`config.mk`:
```
export PLATFORM = sky130hd
export DESIGN_NAME = dcache_axi_bridge
export DESIGN_NICKNAME = d
export VERILOG_FILES = /design/src/rtl/dcache_axi_pkg.sv /design/src/rtl/dcache_axi_bridge.sv
export SDC_FILE = /design/constraint.sdc
export NUM_CORES = 1
export LEC_CHECK = 0
export ABC_AREA = 1
export CELL_PAD_IN_SITES_DETAIL_PLACEMENT = 0
export CELL_PAD_IN_SITES_GLOBAL_PLACEMENT = 2
export CORE_MARGIN = 3
export CORE_UTILIZATION = 16
export DETAILED_ROUTE_END_ITERATION = 12
export PLACE_DENSITY_LB_ADDON = 0.1
export SYNTH_ARGS = -nofsm -noshare
export SYNTH_HDL_FRONTEND = slang
export SYNTH_SLANG_ARGS = --single-unit
export TNS_END_PERCENT = 1
```
`constraint.sdc`:
```
create_clock -name clk -period 3.7 [get_ports clk]
set_clock_uncertainty 0.2 [all_clocks]
set_input_delay 0.37 -clock clk [delete_from_list [all_inputs] [get_ports clk]]
set_output_delay 0.37 -clock clk [all_outputs]
set_load 0.01 [all_outputs]
```
`src/rtl/dcache_axi_pkg.sv`:
```
// Shared definitions for the data-cache to AXI4 bridge.
//   - Line geometry, derived from the cache geometry macro DCACHE_B
//     (log2 of the line size in bytes).
//   - AXI4 encodings used by the bridge (INCR burst, 32-bit beats, OKAY).
//   - Bridge FSM state encoding.
//   - line_align(): clears the byte-in-line offset of an address.
`ifndef DCACHE_B
`define DCACHE_B 5
`endif

package dcache_axi_pkg;

  localparam int unsigned DCACHE_LINE_WORDS = 2 ** (`DCACHE_B - 2);

  localparam logic [1:0] BURST_INCR = 2'b01;
  localparam logic [2:0] SIZE_WORD  = 3'b010;
  localparam logic [1:0] RESP_OKAY  = 2'b00;
  localparam logic [3:0] STRB_FULL  = 4'hF;

  typedef enum logic [2:0] {
    ST_IDLE = 3'd0,
    ST_AR   = 3'd1,
    ST_R    = 3'd2,
    ST_AW   = 3'd3,
    ST_W    = 3'd4,
    ST_B    = 3'd5
  } state_e;

  // Line-align an address for a line of 'words' 32-bit words.
  function automatic logic [31:0] line_align(input logic [31:0] addr,
                                             input int unsigned words);
    logic [31:0] mask_s;
    mask_s = (32'(words) << 2) - 32'd1;
    return addr & ~mask_s;
  endfunction

endpackage

```
`src/rtl/dcache_axi_bridge.sv`:
```
// Data-cache to AXI4 bridge. Turns line refill / dirty writeback requests
// into single AXI4 INCR bursts of LINE_WORDS 32-bit beats, one transaction
// at a time.
// Ports:
//   clk, reset (async, active-low)
//   cache side : cache_req, cache_wen, cache_addr, cache_wdata, cache_wlast,
//                cache_awvalid in; cache_addr_ok, cache_data_ok, cache_rdata out
//   AXI AR/R   : arid, araddr, arlen, arsize, arburst, arvalid / arready;
//                rdata, rresp, rlast, rvalid / rready
//   AXI AW/W/B : awid, awaddr, awlen, awsize, awburst, awvalid / awready;
//                wdata, wstrb, wlast, wvalid / wready; bresp, bvalid / bready
//   bus_err    : sticky flag, set by any non-OKAY rresp or bresp
module dcache_axi_bridge
  import dcache_axi_pkg::*;
#(
  parameter int unsigned LINE_WORDS = DCACHE_LINE_WORDS,
  parameter logic [3:0]  AXI_ID     = 4'd1
) (
  input  logic        clk,
  input  logic        reset,
  input  logic        cache_req,
  input  logic        cache_wen,
  input  logic [31:0] cache_addr,
  input  logic [31:0] cache_wdata,
  input  logic        cache_wlast,
  input  logic        cache_awvalid,
  output logic        cache_addr_ok,
  output logic        cache_data_ok,
  output logic [31:0] cache_rdata,
  output logic [3:0]  arid,
  output logic [31:0] araddr,
  output logic [7:0]  arlen,
  output logic [2:0]  arsize,
  output logic [1:0]  arburst,
  output logic        arvalid,
  input  logic        arready,
  input  logic [31:0] rdata,
  input  logic [1:0]  rresp,
  input  logic        rlast,
  input  logic        rvalid,
  output logic        rready,
  output logic [3:0]  awid,
  output logic [31:0] awaddr,
  output logic [7:0]  awlen,
  output logic [2:0]  awsize,
  output logic [1:0]  awburst,
  output logic        awvalid,
  input  logic        awready,
  output logic [31:0] wdata,
  output logic [3:0]  wstrb,
  output logic        wlast,
  output logic        wvalid,
  input  logic        wready,
  input  logic [1:0]  bresp,
  input  logic        bvalid,
  output logic        bready,
  output logic        bus_err
);

  localparam int unsigned      CNT_W     = $clog2(LINE_WORDS) + 1;
  localparam logic [CNT_W-1:0] LAST_BEAT = CNT_W'(LINE_WORDS - 1);
  localparam logic [CNT_W-1:0] CNT_ONE   = CNT_W'(1);
  localparam logic [CNT_W-1:0] CNT_ZERO  = CNT_W'(0);
  localparam logic [7:0]       BURST_LEN = 8'(LINE_WORDS - 1);

  state_e           state_r;
  logic [31:0]      addr_r;
  logic [CNT_W-1:0] cnt_r;
  logic             arvalid_r;
  logic             rready_r;
  logic             awvalid_r;
  logic             wvalid_r;
  logic             bready_r;
  logic             bus_err_r;
  logic             last_wbeat_s;

  // The counter caps the burst even if the cache never flags its last word.
  assign last_wbeat_s = (cnt_r == LAST_BEAT) || cache_wlast;

  assign arid    = AXI_ID;
  assign awid    = AXI_ID;
  assign araddr  = addr_r;
  assign awaddr  = addr_r;
  assign arlen   = BURST_LEN;
  assign awlen   = BURST_LEN;
  assign arsize  = SIZE_WORD;
  assign awsize  = SIZE_WORD;
  assign arburst = BURST_INCR;
  assign awburst = BURST_INCR;
  assign wstrb   = STRB_FULL;
  assign arvalid = arvalid_r;
  assign rready  = rready_r;
  assign awvalid = awvalid_r;
  assign wvalid  = wvalid_r;
  assign bready  = bready_r;
  assign bus_err = bus_err_r;

  // Handshake pulses and beat data are passed through with zero added latency.
  always_comb begin
    cache_addr_ok = 1'b0;
    cache_data_ok = 1'b0;
    cache_rdata   = 32'd0;
    wdata         = 32'd0;
    wlast         = 1'b0;
    if (arvalid_r) begin
      cache_addr_ok = arready;
    end else if (awvalid_r) begin
      cache_addr_ok = awready;
    end else begin
      cache_addr_ok = 1'b0;
    end
    if (rready_r) begin
      cache_data_ok = rvalid;
      cache_rdata   = rdata;
    end else if (wvalid_r) begin
      cache_data_ok = wready;
      wdata         = cache_wdata;
      wlast         = last_wbeat_s;
    end else begin
      cache_data_ok = 1'b0;
    end
  end

  // Transaction FSM with registered channel valid/ready outputs.
  always_ff @(posedge clk or negedge reset) begin
    if (!reset) begin
      state_r   <= ST_IDLE;
      addr_r    <= 32'd0;
      cnt_r     <= CNT_ZERO;
      arvalid_r <= 1'b0;
      rready_r  <= 1'b0;
      awvalid_r <= 1'b0;
      wvalid_r  <= 1'b0;
      bready_r  <= 1'b0;
      bus_err_r <= 1'b0;
    end else begin
      case (state_r)
        ST_IDLE: begin
          // A pending writeback takes priority over a refill.
          if (cache_req && (cache_wen || cache_awvalid)) begin
            addr_r    <= line_align(cache_addr, LINE_WORDS);
            awvalid_r <= 1'b1;
            state_r   <= ST_AW;
          end else if (cache_req && !cache_wen) begin
            addr_r    <= line_align(cache_addr, LINE_WORDS);
            arvalid_r <= 1'b1;
            state_r   <= ST_AR;
          end else begin
            state_r   <= ST_IDLE;
          end
        end
        ST_AR: begin
          if (arready) begin
            arvalid_r <= 1'b0;
            rready_r  <= 1'b1;
            cnt_r     <= CNT_ZERO;
            state_r   <= ST_R;
          end
        end
        ST_R: begin
          if (rvalid) begin
            if (rresp != RESP_OKAY) begin
              bus_err_r <= 1'b1;
            end
            // An early rlast ends the burst; the counter bounds a missing one.
            if (rlast || (cnt_r == LAST_BEAT)) begin
              rready_r <= 1'b0;
              state_r  <= ST_IDLE;
            end else begin
              cnt_r    <= cnt_r + CNT_ONE;
            end
          end
        end
        ST_AW: begin
          if (awready) begin
            awvalid_r <= 1'b0;
            wvalid_r  <= 1'b1;
            cnt_r     <= CNT_ZERO;
            state_r   <= ST_W;
          end
        end
        ST_W: begin
          if (wready) begin
            if (last_wbeat_s) begin
              wvalid_r <= 1'b0;
              bready_r <= 1'b1;
              state_r  <= ST_B;
            end else begin
              cnt_r    <= cnt_r + CNT_ONE;
            end
          end
        end
        ST_B: begin
          if (bvalid) begin
            if (bresp != RESP_OKAY) begin
              bus_err_r <= 1'b1;
            end
            bready_r <= 1'b0;
            state_r  <= ST_IDLE;
          end
        end
        default: begin
          arvalid_r <= 1'b0;
          rready_r  <= 1'b0;
          awvalid_r <= 1'b0;
          wvalid_r  <= 1'b0;
          bready_r  <= 1'b0;
          state_r   <= ST_IDLE;
        end
      endcase
    end
  end

endmodule

```
Word level (Yosys, flattened, before mapping). Cells that the tools add are included.

Flip-flop bits (word level): 45. Input bits: 112. Output and inout bits: 175. Logic and storage cells: 113.

Add/sub/neg operators: 1. Equal/unequal tests: 20. Multiplexer cells: 52. Bitwise operators: 5. Reductions and logical operators: 26.

Operator list (count): two-way mux 32 bit (5); inequality test 2 bit (second input constant) (14); two-way mux 1 bit (25); two-way mux 4 bit (6); two-way mux 3 bit (7); OR reduction 4 bit (5); case mux 3 bit (6 select lines) (1); case mux 4 bit (4 select lines) (1); AND reduction 4 bit (4); case mux 1 bit (3 select lines) (5); AND reduction 7 bit (2); nonzero test 2 bit (4); equality test 3 x 2 -> 1 bit (second input constant) (2); equality test 3 bit (second input constant) (2); inverter 1 bit (5); AND reduction 5 bit (1); adder 4 x 1 -> 4 bit (second input constant) (1); equality test 4 x 3 -> 1 bit (second input constant) (1); nonzero test 4 bit (1); equality test 3 x 1 -> 1 bit (second input constant) (1); zero test 3 bit (1); logical OR 1 bit (3); AND reduction 3 bit (1); logical AND 1 bit (2); 4 further kinds (4).

Logic depth before layout (Yosys ltp).
Depth in word-level cells: 5. Depth in mapped cells: 11. Gate-level depth less buffers: 10.

Least setup slack after synthesis. OpenSTA, ideal clock, no wires.

Path type: register to output. Start point: register rready_r (netlist: rready). End point: output port cache_rdata[13]. Arrival: 1.123 ns. Data required time: 3.130 ns. Slack: 2.007 ns. Stages on the path, launching flop included: 5. Cells stage by stage: dfrtp_1 > clkbuf_1 > buf_1 > nand2_1 > inv_1.

Word-level cells in the longest chain between the ends: 1.

Ends and longest elaborated chain: start: declaration (RTL line dcache_axi_bridge.sv:70) `logic rready_r;`; start signal: assignment (RTL line dcache_axi_bridge.sv:131) `rready_r <= 1'b0;`; start signal: assignment (RTL line dcache_axi_bridge.sv:155) `rready_r <= 1'b1;`; start signal: assignment (RTL line dcache_axi_bridge.sv:167) `rready_r <= 1'b0;`; two-way mux 32 bit (RTL line dcache_axi_bridge.sv:112) `if (rready_r) begin`; end: declaration (RTL line dcache_axi_bridge.sv:29) `output logic [31:0] cache_rdata,`.

Every way passes these cells.

Final worst setup path.
Start point: register rready_r (netlist: rready). End point: output port cache_rdata[15].

Same word-level chain as after synthesis.

==> impl_results.md <==
* Synth top area share at 31.6%
* Static Leakage at about 2.7 nW
* First drt pass iteration count at 4
* Setup bufs post-CTS at 0
* Root Buffer: clkbuf_16
* GRT Overall Usage at about a tenth
* DRC Markers at 0
* Critical Path Start Type: flop
* GP Congestion at just over 0.7
* Critical path required time at around 3100 ps
* Total power at between 3 and 4 mW
* Initial antenna violation count at 0
* Final setup margin at 1040 ps
* Mapped Cells at 426
* Final setup fails at 0
* Setup WS pre-CTS at 1280 ps
* Area leader, netlist: dfrtp_1
* Longest Clk Path Bufs at 2
* Clk Latency, worst-skew pair at between 200 and 300 ps
* Vias in the first global route at 2966
* Worst Setup End Kind: primary output
* Die area at 21500 sq um
* Starting Density at between 10% and 20%
* CP max FO at 35
* WL/cell at roughly 13 microns
* Main area contributors after synthesis: dfrtp_1 32%, buf_4 18%, nand2_1 14%
* # IOs at 287
* Detailed-route via count at between 3000 and 4000
* Crit path DAT at between 2000 and 2500 ps
* Die height at around 150 microns
* Setup_tns at 0 ps
* Power per cell area at between 600 and 700 nW/um^2
* Area Growth Syn to Fin at 74.3%
* Slew headroom at roughly a third
* Port bufs at 233
* Finished Layout Cells at about 890
* Peak Freq at ~380 MHz
* Status: finished, final reports clean
* Min-Delay Path Class: primary input to asynchronous set/reset pin
* Largest net degree at the start of global routing at 41
* CTS sink cnt at 40
* Core Box Area at about 19000 sq um
* Synthesis-stage register bit count at 40
* Final HPWL DP at 9610 microns
* Post-layout minimum cycle time at approximately 2700 ps
* Post-CTS Hold Fix Bufs at 0
* Total grt overflow at 0
* # diodes at 0
* Cts bufs inserted at 5
* Worst vdd ir at between 0.0003 and 0.0004 V
* DIE WIDTH at ~150 microns
* Mean Syn Cell Area at roughly 7.4 sq um
* Placed Cells incl. Taps at between 800 and 900
* Unrepaired setup endpoints after global routing: no
* Total Wirelength at 11900 microns
* Post-cts gate resize count at 0
* Row count at 50
* Clock transition at path regs at about 60 ps
* Area of the mapped netlist at 3170 sq um
* Antenna-violating nets left at 0
* Drt via density at approximately 3.5
* First-pass GRT wire length at between 15000 and 20000 microns
* CTS tree: built
* Final net count at 737
* WS Path Type: flop to primary output
* MaxCap Viol Count at 0
* Initial drt markers at 85
* Share of cells above drive strength 1 at around 7.7%
* Number of H-tree levels at 2
* Yosys warns at 0
* Slew Limit Fails at 0
* Count of final hold-check violations at 0
* Post-synth cell types at 31
* Least-Margin Pin Slew at ~1000 ps
* Seq/Total Area, Yosys at 31.6%
* Period utilization at between 70% and 80%
## kinds of logic (layout without fill, tap and decap cells)
| logic type | Yosys count | in the layout | synth area share, % |
|---|---|---|---|
| simple gates | 198 | 198 | 25.8 |
| xor+xnor | 2 | 2 | 0.552 |
| compound gates | 10 | 10 | 1.85 |
| other cells | 2 | 48 | 0.237 |
| mux | 27 | 27 | 11.8 |
| buf+inv | 146 | 299 | 27.8 |
| flops | 40 | 40 | 31.6 |
| fa+ha+maj | 1 | 1 | 0.394 |
## worst max-delay path: stages, from the launching register on
cell and delay (ps):
dfrtp_2 770, buf_4 320, nand2_1 70, inv_1 50
clkdlybuf4s50_1 580
## synth_stat cells (all sizes together)
cell type	number
o211ai	1
nor3	1
inv	55
o21bai	1
nand3	17
a21oi	2
ha	1
xnor2	1
nand2	118
o31ai	1
o22ai	1
mux2	27
xor2	1
o21ai	4
buf	81
conb	2
dfrtp	40
nand4	4
nor2	58
clkbuf	10
## state kept, by name (all words and copies together), names as in the netlist
signal,cells
araddr,27
arvalid,1
awvalid,1
bready,1
bus_err,1
cnt_r,4
rready,1
state_r,3
wvalid,1
## worst paths after layout
check,start,endpoint,slack (ps),cells past startpoint
max in group asynchronous,reset,rready,2550,1
setup / recovery,rready,cache_rdata[15],1040,4
min in group clk,bready,bready,280,2
setup reg to reg,state_r[0],cnt_r[3],1750,7
hold reg to reg,bready,bready,280,2
hold / removal,reset,bready,50,1
## stage by stage
step / area [sq um] / util (%) / hold slack [ps]
floorplan: 3340 / - / -126
global placement: 5350 / 28.0 / 265
detailed placement: 5350 / 28.0 / 272
CTS: 5530 / 29.0 / 99.1
global route: 5530 / 29.0 / 129
finish: 5530 / 29.0 / 45.9
## layout by cell type, fill, tap and decap left out, drive strengths merged
cell	Yosys	final
conb	2	48
nand2	118	118
clkinv	0	1
o21bai	1	1
ha	1	1
nand3	17	17
nor3	1	1
bufinv	0	1
dfrtp	40	40
xor2	1	1
nand4	4	4
o31ai	1	1
clkbuf	10	6
o22ai	1	1
o21ai	4	4
buf	81	4
nor2	58	58
a21oi	2	2
clkdlybuf4s50	0	232
xnor2	1	1
mux2	27	27
o211ai	1	1
inv	55	55
## area by class of cell
type	instances	area, sq um
clock buffers	6	139
clock inverters	2	38.8
fillers	2070	13600
inverters	55	211
multi-input cells	286	1460
flip-flops and latches	40	1000
well taps	260	325
repair buffers	236	2350
## report_power, final
| part | switching, mW | internal (mW) |
|---|---|---|
| logic | 1.04 | 1.33 |
| clock network | 0.186 | 0.338 |
| registers | 0.242 | 0.638 |
## layer usage
layer  GRT usage (%)  wire length (microns)  up-vias
li1                -                      -     1550
met1            12.5                   5010     1370
met2            18.6                   5790      160
met3            2.65                    999        5
met4            1.98                     89        0
met5               0                      0        -
Power figures use the tool's default switching activity.
